--- config.mk ---
export PLATFORM = sky130hd
export DESIGN_NAME = multi_channel_dma_engine
export DESIGN_NICKNAME = d
export VERILOG_FILES = /design/src/rtl/multi_channel_dma_engine.sv
export SDC_FILE = /design/constraint.sdc
export NUM_CORES = 1
export LEC_CHECK = 0
export BUFFER_PORTS_ARGS = -buffer_cell sky130_fd_sc_hd__buf_2
export CORE_MARGIN = 3
export CORE_UTILIZATION = 40
export CTS_BUF_LIST = sky130_fd_sc_hd__clkbuf_8
export DETAILED_ROUTE_END_ITERATION = 16
export PLACE_DENSITY_LB_ADDON = 0.15
export REMOVE_ABC_BUFFERS = 1
export SLEW_MARGIN = 25
export SYNTH_ARGS = -nofsm -noshare
export SYNTH_HDL_FRONTEND = slang
export SYNTH_SLANG_ARGS = --single-unit
--- constraint.sdc ---
create_clock -name clk_main_200mhz -period 4.5 [get_ports clk_main_200mhz]
set_input_delay 0.45 -clock clk_main_200mhz [delete_from_list [all_inputs] [get_ports clk_main_200mhz]]
set_output_delay 0.45 -clock clk_main_200mhz [all_outputs]
set_load 0.005 [all_outputs]
--- src/rtl/multi_channel_dma_engine.sv ---
// multi_channel_dma_engine: NUM_CH copy channels issuing beats round-robin onto one valid/ready request stream.
// Ports: clk_main_200mhz/reset (sync, active-high); ch_src_addr/ch_dst_addr/ch_length/ch_start program channels;
// ch_busy/ch_done/ch_error report per-channel status; req_* is the registered request stream;
// perf_beats/perf_stall are saturating counters, present only when DMA_ENGINE_PERF_EN is defined (else tied 0).
module multi_channel_dma_engine #(
  parameter int NUM_CH = 4,
  parameter int ADDR_W = 32,
  parameter int LEN_W = 16,
  parameter int BEAT_BYTES = 4,
  parameter int CNT_W = 32,
  localparam int CH_W = (NUM_CH > 1) ? $clog2(NUM_CH) : 1
) (
  input  logic                     clk_main_200mhz,
  input  logic                     reset,
  input  logic [NUM_CH*ADDR_W-1:0] ch_src_addr,
  input  logic [NUM_CH*ADDR_W-1:0] ch_dst_addr,
  input  logic [NUM_CH*LEN_W-1:0]  ch_length,
  input  logic [NUM_CH-1:0]        ch_start,
  output logic [NUM_CH-1:0]        ch_busy,
  output logic [NUM_CH-1:0]        ch_done,
  output logic [NUM_CH-1:0]        ch_error,
  output logic                     req_valid,
  input  logic                     req_ready,
  output logic [ADDR_W-1:0]        req_src_addr,
  output logic [ADDR_W-1:0]        req_dst_addr,
  output logic [CH_W-1:0]          req_channel,
  output logic                     req_last,
  output logic [CNT_W-1:0]         perf_beats,
  output logic [CNT_W-1:0]         perf_stall
);
  typedef enum logic [1:0] {IDLE, ACTIVE, DRAIN, DONE} st_e;
  st_e               st_q [NUM_CH], st_d [NUM_CH];
  logic [ADDR_W-1:0] src_q [NUM_CH], src_d [NUM_CH];
  logic [ADDR_W-1:0] dst_q [NUM_CH], dst_d [NUM_CH];
  logic [LEN_W-1:0]  rem_q [NUM_CH], rem_d [NUM_CH];
  logic [NUM_CH-1:0] err_q, err_d, active;
  logic [CH_W-1:0]   rr_ptr_q, rr_ptr_d, grant, idx, req_ch_q, req_ch_d;
  logic [ADDR_W-1:0] req_src_q, req_src_d, req_dst_q, req_dst_d;
  logic              req_valid_q, req_valid_d, req_last_q, req_last_d;
  logic              found, load, accept, gi;
  always_comb begin
    active = '0;
    found = 1'b0;
    grant = '0;
    idx = '0;
    for (int k = 0; k < NUM_CH; k++) active[k] = (st_q[k] == ACTIVE);
    // First ACTIVE channel at or after rr_ptr, wrapping modulo NUM_CH.
    for (int k = 0; k < NUM_CH; k++) begin
      idx = CH_W'((int'(rr_ptr_q) + k) % NUM_CH);
      if (!found && active[idx]) begin
        found = 1'b1;
        grant = idx;
      end
    end
    load = (!req_valid_q || req_ready) && found;
    accept = req_valid_q && req_ready;
    rr_ptr_d = load ? CH_W'((int'(grant) + 1) % NUM_CH) : rr_ptr_q;
    req_valid_d = load || (req_valid_q && !req_ready);
    req_src_d = load ? src_q[grant] : req_src_q;
    req_dst_d = load ? dst_q[grant] : req_dst_q;
    req_ch_d = load ? grant : req_ch_q;
    req_last_d = load ? (rem_q[grant] == LEN_W'(1)) : req_last_q;
    gi = 1'b0;
    for (int i = 0; i < NUM_CH; i++) begin
      st_d[i] = st_q[i];
      src_d[i] = src_q[i];
      dst_d[i] = dst_q[i];
      rem_d[i] = rem_q[i];
      err_d[i] = err_q[i] | (ch_start[i] && st_q[i] != IDLE);
      gi = load && grant == CH_W'(i);
      case (st_q[i])
        IDLE: if (ch_start[i]) begin
          src_d[i] = ch_src_addr[i*ADDR_W +: ADDR_W];
          dst_d[i] = ch_dst_addr[i*ADDR_W +: ADDR_W];
          rem_d[i] = ch_length[i*LEN_W +: LEN_W];
          err_d[i] = 1'b0;
          st_d[i] = (ch_length[i*LEN_W +: LEN_W] != '0) ? ACTIVE : DONE;
        end
        ACTIVE: if (gi) begin
          src_d[i] = src_q[i] + ADDR_W'(BEAT_BYTES);
          dst_d[i] = dst_q[i] + ADDR_W'(BEAT_BYTES);
          rem_d[i] = rem_q[i] - LEN_W'(1);
          st_d[i] = (rem_q[i] == LEN_W'(1)) ? DRAIN : ACTIVE;
        end
        DRAIN: st_d[i] = (accept && req_last_q && req_ch_q == CH_W'(i)) ? DONE : DRAIN;
        default: st_d[i] = IDLE;
      endcase
    end
  end
  always_ff @(posedge clk_main_200mhz) begin
    if (reset) begin
      st_q <= '{default: IDLE};
      src_q <= '{default: '0};
      dst_q <= '{default: '0};
      rem_q <= '{default: '0};
      err_q <= '0;
      rr_ptr_q <= '0;
      req_valid_q <= 1'b0;
      req_src_q <= '0;
      req_dst_q <= '0;
      req_ch_q <= '0;
      req_last_q <= 1'b0;
    end else begin
      st_q <= st_d;
      src_q <= src_d;
      dst_q <= dst_d;
      rem_q <= rem_d;
      err_q <= err_d;
      rr_ptr_q <= rr_ptr_d;
      req_valid_q <= req_valid_d;
      req_src_q <= req_src_d;
      req_dst_q <= req_dst_d;
      req_ch_q <= req_ch_d;
      req_last_q <= req_last_d;
    end
  end
  always_comb begin
    ch_busy = '0;
    ch_done = '0;
    for (int i = 0; i < NUM_CH; i++) begin
      ch_busy[i] = (st_q[i] != IDLE);
      ch_done[i] = (st_q[i] == DONE);
    end
  end
  assign ch_error = err_q;
  assign req_valid = req_valid_q;
  assign req_src_addr = req_src_q;
  assign req_dst_addr = req_dst_q;
  assign req_channel = req_ch_q;
  assign req_last = req_last_q;
`ifdef DMA_ENGINE_PERF_EN
  logic [CNT_W-1:0] beats_q, stall_q;
  always_ff @(posedge clk_main_200mhz) begin
    if (reset) begin
      beats_q <= '0;
      stall_q <= '0;
    end else begin
      if (accept && !(&beats_q)) beats_q <= beats_q + CNT_W'(1);
      if (req_valid_q && !req_ready && !(&stall_q)) stall_q <= stall_q + CNT_W'(1);
    end
  end
  assign perf_beats = beats_q;
  assign perf_stall = stall_q;
`else
  assign perf_beats = '0;
  assign perf_stall = '0;
`endif
endmodule

* Word-level counts from Yosys, hierarchy flattened
Cells that the tools add are included.
** Word-level totals
- Memories :: 0
- Register bits :: 402
- Word-level logic and storage cells :: 225
- Input port bits :: 327
- Latch bits :: 0
- RAM bits :: 0
- ROM bits :: 0
** Cells by class
- Equal/unequal tests :: 31
- Reduce and logical (&&, ||, !) cells :: 52
- $add $sub $neg :: 16
- Shift-type cells :: 0
- $lt $le $gt $ge :: 5
- Mux-type cells :: 93
- Bitwise logic cells :: 5
- Div/mod/pow operators :: 0
- Multipliers :: 0
** Operators by type and width (number)
- $mux W32 :: 20
- $pmux W32 S2 :: 8
- $add A32 B3 Y32 const B :: 8
- $mux W16 :: 10
- $bmux W32 S2 :: 2
- $pmux W16 S2 :: 4
- $eq A16 B1 Y1 const B :: 5
- $reduce_bool A16 Y1 :: 4
- $sub A16 B1 Y16 const B :: 4
- $mux W2 :: 20
- $bmux W16 S2 :: 1
- $eq A2 B2 Y1 const B :: 12
- $pmux W2 S3 :: 4
- $mux W1 :: 20
- $logic_and A1 B1 Y1 :: 19
- $reduce_bool A2 Y1 :: 8
- $eq A2 B1 Y1 const B :: 6
- $logic_not A2 Y1 :: 6
- $lt A2 B3 Y1 const B :: 4
- $reduce_and A3 Y1 :: 4
- $bmux W1 S2 :: 4
- $ne A2 B1 Y1 const B :: 4
- $ne A2 B2 Y1 const B :: 4
- $reduce_and A2 Y1 :: 4
- other kinds (7) :: 17

* Depth between registers and ports, before layout
- Depth in word-level cells :: 18
- Gate-level depth with buffers :: 16
- Depth with buffers taken out :: 10

* Least setup slack after synthesis
No wires, ideal clock.
- Path kind :: register to register
- Start point :: register st_q[7] in the netlist's numbering
- End point :: register dst_q[105] in the netlist's numbering
- Arrival time :: 3.125 ns
- Path slack :: 1.247 ns
- Stages on the path, launching flop included :: 17
- Library setup time :: 0.128 ns
- Required time :: 4.372 ns
- Path buffers :: 6
- Cell sequence :: dfxtp_1 > clkbuf_1 > nand2b_1 > clkbuf_1 > o221a_2 > o22a_1 > clkbuf_1 > inv_2 > buf_1 > ha_1 > nand3_1 > a21oi_1 > clkbuf_1 > clkbuf_1 > o21ai_0 > a22oi_1 > nor2_1
** Between the ends
- Cells in the longest elaborated chain, start to end :: 17
** RTL lines
- from (decl) :: line 32 : st_e st_q [NUM_CH], st_d [NUM_CH];
- from (signal assigned) :: line 104 : st_q <= st_d;
- $eq A2 B1 Y1 :: line 46, 71
- $bmux W1 S2 :: line 50 : if (!found && active[idx]) begin
- $mux W1 (implied by the code) :: line 50
- $mux W1 :: line 50
- $logic_not A1 Y1 :: line 50
- $logic_and A1 B1 Y1 :: line 50
- $mux W1 :: line 50
- $logic_not A1 Y1 :: line 50
- $logic_and A1 B1 Y1 :: line 50
- $mux W1 :: line 50
- $logic_not A1 Y1 :: line 50
- $logic_and A1 B1 Y1 :: line 50
- $mux W2 / $mux W1 (equally long branches) :: line 50
- $logic_not A2 Y1 / $logic_and A1 B1 Y1 (equally long branches) :: line 70, 55
- $logic_and A1 B1 Y1 :: line 70 : gi = load && grant == CH_W'(i);
- $ne A2 B1 Y1 (no line)
- $reduce_and A3 Y1 (no line)
- to (signal assigned) :: line 106 : dst_q <= dst_d;
- to (decl) :: line 34 : logic [ADDR_W-1:0] dst_q [NUM_CH], dst_d [NUM_CH];
Several ways; a longest one is shown, not always the timed one. The select of a mux whose other input is x is not followed.
A chain may end at the register's enable or synchronous reset.

* Worst setup path after layout
- Start point :: register st_q[7] in the netlist's numbering
- End point :: register dst_q[125] in the netlist's numbering
Same word-level chain as after synthesis.

==> flow_summary.yaml <==
sta:
  slew_headroom_pct: 28.1
  period_share_pct: 80.7
  timing.final.hold_violations: 0
  drv_slew: 0
  timing.final.crit_period_ps: 3630
  grt_setup_unrepaired: "false"
  fmax_mhz: 275
  finalSetupViolations: 0
  clock_skew_ps: 27.5
  worst-slew-pin-transition_ps: 1070
  post-route-worst-setup-slack_ps: 868
global_routing:
  number_of_global_route_vias_before_repair: 23142
  grt_start_max_net_pins: 150
  grt-ovfl-total: 0
  grt_pass1_wl_mm: 140
  groute.usage.overall_pct: 28.1
  antenna_found_initial: 2
die:
  die-height_um: 251
  die_width_um: 251
  floorplan.core_area_um2: 59200
  die-area_um2: 63100
  rows: 89
  num_io_pins: 471
  start_util_pct: 40.6
layout:
  finish.net_count: 3879
  post_route_cells_drive_above_1_share_pct: 17.1
  multi_input_combinational_cell_area_um2: 14800
  mostFrequentLayoutCells: "sky130_fd_sc_hd__buf_2, sky130_fd_sc_hd__dfxtp_1, sky130_fd_sc_hd__nand2_1"
  filler_cell_count: 6092
  layout_stage_area_growth_over_the_synthesis_result_pct: 16.2
  ff_latch_area_um2: 8050
  finalNonFillerCells: 4361
  layout.cells.most_common: "sky130_fd_sc_hd__buf_2"
critical_path:
  start_kind: "flop"
  worstSetupEndpointType: "flop"
  crit_path_frequent_cell: "sky130_fd_sc_hd__buf_4"
  critical-path-top-delay-family: "compound AO/OA/AOI/OAI gates"
  reg2reg_setup_slack_ps: 870
  slowest_stage: "sky130_fd_sc_hd__dfxtp_1"
  critical_path_arrival_ps: 4220
  worst-setup-path-type: "reg2reg"
  crit_fanout: 35
  buf_inv_stages_crit_path: 3
  critical-path-max-stage-delay_ps: 650
  critical_path.cell_chain: "nor3b_1, a211oi_1, o22a_4, inv_2, buf_4, ha_1, nand3_1, a21o_2, buf_4, nor4bb_1, a211o_1, a21oi_1"
  required_ps: 5080
hold_path:
  timing.hold.worst.class: "in2reg"
pwr:
  vdd.ir_drop.worst_mv: 0.203
  switching_power_w: 0.00367
  comb_power_share_pct: 23.7
  switching_share_pct: 34.9
  power_density_normalized_to_cell_area_nw_per_um2: 376
  power.clock.fraction_pct: 34.8
  static-leakage-power_nw: 10.8
  share_seq_of_total_power_pct: 41.5
  power.total_w: 0.0105
  intPower_w: 0.00683
place:
  numPlacedInstances: 4218
  dp_hpwl_mm: 66.4
  port_buffers: 406
  dp_slack_ps: 922
  routabilityCongestion: 0.905
yosys:
  synth_area_um2: 24000
  synthArstFlopShare_pct: 0
  synthDominantCellAreaShare_pct: 33.5
  synth.top_cells.by_area: "sky130_fd_sc_hd__dfxtp_1, sky130_fd_sc_hd__a21oi_1, sky130_fd_sc_hd__nand2_1, sky130_fd_sc_hd__mux2i_1, sky130_fd_sc_hd__nor2_1"
  post_synth.cell_area_avg_um2: 7.39
  yosys_warnings: 0
  synth.ff_latch_count: 402
  post_synthesis_cell_type_with_the_largest_combined_area: "sky130_fd_sc_hd__dfxtp_1"
  sequential_share_of_the_synthesized_area_pct: 33.5
  synth_ff_type: "sky130_fd_sc_hd__dfxtp_1"
  synth_cell_types: 74
  netlist_instances: 3251
  synth-edff-count: 0
run_status:
  outcome: "finished clean"
route:
  detail_route.drc_violations: 0
  vias_per_cell: 5.98
  avgRoutedWirePerCell_um: 21.5
  vias: 26077
  drt_pre_antenna_iters: 5
  dr.first_iter.drc_count: 2547
  route.antenna.remaining_nets: 0
  drt-total-wl_mm: 93.6
cts:
  clkSlewWorstSetupHoldPaths_ps: 70
  cts_tree: "built"
  cts.repair.resized: 0
  htreeDepth: 3
  clock_tree.buffer_depth: 3
  cts_buffers: 78
  worstSkewPairLatency_ps: 670
  postCtsSetupRepairBufs: 0
  cts_root_buf: "sky130_fd_sc_hd__clkbuf_8"
  clkSinkCount: 402
flow_run:
  cap_violations: 0
[worst register-to-register path, cell delays in order, from the launching register on]
cell and delay, ps:
sky130_fd_sc_hd__dfxtp_1 650, sky130_fd_sc_hd__nor3b_1 140, sky130_fd_sc_hd__a211oi_1 300, sky130_fd_sc_hd__o22a_4 290, sky130_fd_sc_hd__inv_2 70, sky130_fd_sc_hd__buf_4 220
sky130_fd_sc_hd__ha_1 280, sky130_fd_sc_hd__nand3_1 170, sky130_fd_sc_hd__a21o_2 440, sky130_fd_sc_hd__buf_4 480, sky130_fd_sc_hd__nor4bb_1 130, sky130_fd_sc_hd__a211o_1 280
sky130_fd_sc_hd__a21oi_1 110
[power groups by stage]
stage	Sequential [W]	Clock, W	Combinational (W)
2_1_floorplan	0.00427	0	0.00159
3_3_place_gp	0.00441	0	0.00243
3_5_place_dp	0.00440	0	0.00245
4_1_cts	0.00433	0.00373	0.00246
5_1_grt	0.00440	0.00388	0.00272
6_report	0.00436	0.00366	0.00248
[synth_stat cells, types with 13 or more instances]
library cell	n
sky130_fd_sc_hd__inv_1	31
sky130_fd_sc_hd__nor2_1	341
sky130_fd_sc_hd__or3_1	32
sky130_fd_sc_hd__ha_1	20
sky130_fd_sc_hd__mux2i_1	138
sky130_fd_sc_hd__nor2b_1	17
sky130_fd_sc_hd__buf_2	24
sky130_fd_sc_hd__and4_1	16
sky130_fd_sc_hd__nand2b_1	26
sky130_fd_sc_hd__a221oi_1	16
sky130_fd_sc_hd__a211oi_1	84
sky130_fd_sc_hd__o221ai_1	70
sky130_fd_sc_hd__nand3_1	152
sky130_fd_sc_hd__nor3_1	124
sky130_fd_sc_hd__o31ai_1	19
sky130_fd_sc_hd__o21ai_0	197
sky130_fd_sc_hd__and2_1	22
sky130_fd_sc_hd__clkbuf_1	201
sky130_fd_sc_hd__nand4_1	48
sky130_fd_sc_hd__a21oi_1	318
sky130_fd_sc_hd__a21o_1	13
sky130_fd_sc_hd__buf_4	64
sky130_fd_sc_hd__a311oi_1	30
sky130_fd_sc_hd__o22ai_1	42
sky130_fd_sc_hd__nor3b_1	18
sky130_fd_sc_hd__a22oi_1	42
sky130_fd_sc_hd__a31oi_1	51
sky130_fd_sc_hd__dfxtp_1	402
sky130_fd_sc_hd__nand2_1	388
sky130_fd_sc_hd__a22o_1	19
sky130_fd_sc_hd__nor4_1	54
sky130_fd_sc_hd__buf_1	33
sky130_fd_sc_hd__and3_1	56
[logic make-up after synthesis]
group	after synthesis	synth area share, %
AOI/OAI and AO/OA	992	26.4
xor gates and xnor gates	2	0.0729
adders and majority gates	20	1.04
buffers and inverters	356	6.69
DFF	402	33.5
muxes	139	5.79
other	1	0.0156
and+or+nand+nor	1339	26.5
[routing by layer]
layer	track usage, %	share of wire, %	routed length [µm]
met5	0	0	0
met4	8.37	2.7	2540
met3	4.50	7.7	7170
met2	41.6	43	40200
met1	41.9	47	43600
[path summary, 6_finish.rpt]
check	startpoint	end	depth (start not counted)
setup / recovery	st_q[7]	dst_q[125]	12
hold / removal	ch_src_addr[1]	src_q[97]	3
setup reg to reg	st_q[7]	dst_q[125]	12
hold reg to reg	req_dst_addr[26]	req_dst_addr[26]	2
[cell type report]
| type | count | area share (%) |
|---|---|---|
| sequential | 402 | 28.8 |
| timing repair buffer | 461 | 9.00 |
| clock buffer | 94 | 4.63 |
| inverter | 33 | 0.443 |
| multi-input combinational | 2556 | 52.8 |
| antenna | 1 | 0.00896 |
| tap | 773 | 3.46 |
| clock inverter | 41 | 0.811 |
[state kept, by name, summed over array words and instances, names as in the netlist, named ones only]
name	flops
dst_q	128
src_q	128
rem_q	64
req_dst_addr	32
req_src_addr	32
st_q	8
req_channel	2
rr_ptr_q	2
req_last	1
req_valid	1
[stage by stage]
| stage | hold WS [ps] | area, µm² | util, % | setup TNS, ps |
|---|---|---|---|---|
| CTS | 0.650 | 27900 | 47.1 | 0 |
| finish | 48.9 | 27900 | 47.2 | 0 |
| floorplan | 430 | 22800 | - | -2321190 |
| global route | 27.2 | 27900 | 47.2 | 0 |
| global placement | 441 | 26300 | 44.4 | 0 |
| detailed placement | 443 | 26300 | 44.4 | 0 |
[what timing repair did]
action / CTS / global route
setup endpoints to repair: 0 / 0
endpoints found under the hold margin: 7 / 0
hold buffers: 7 / 0
No activity file was read; power rests on OpenSTA's default activity.
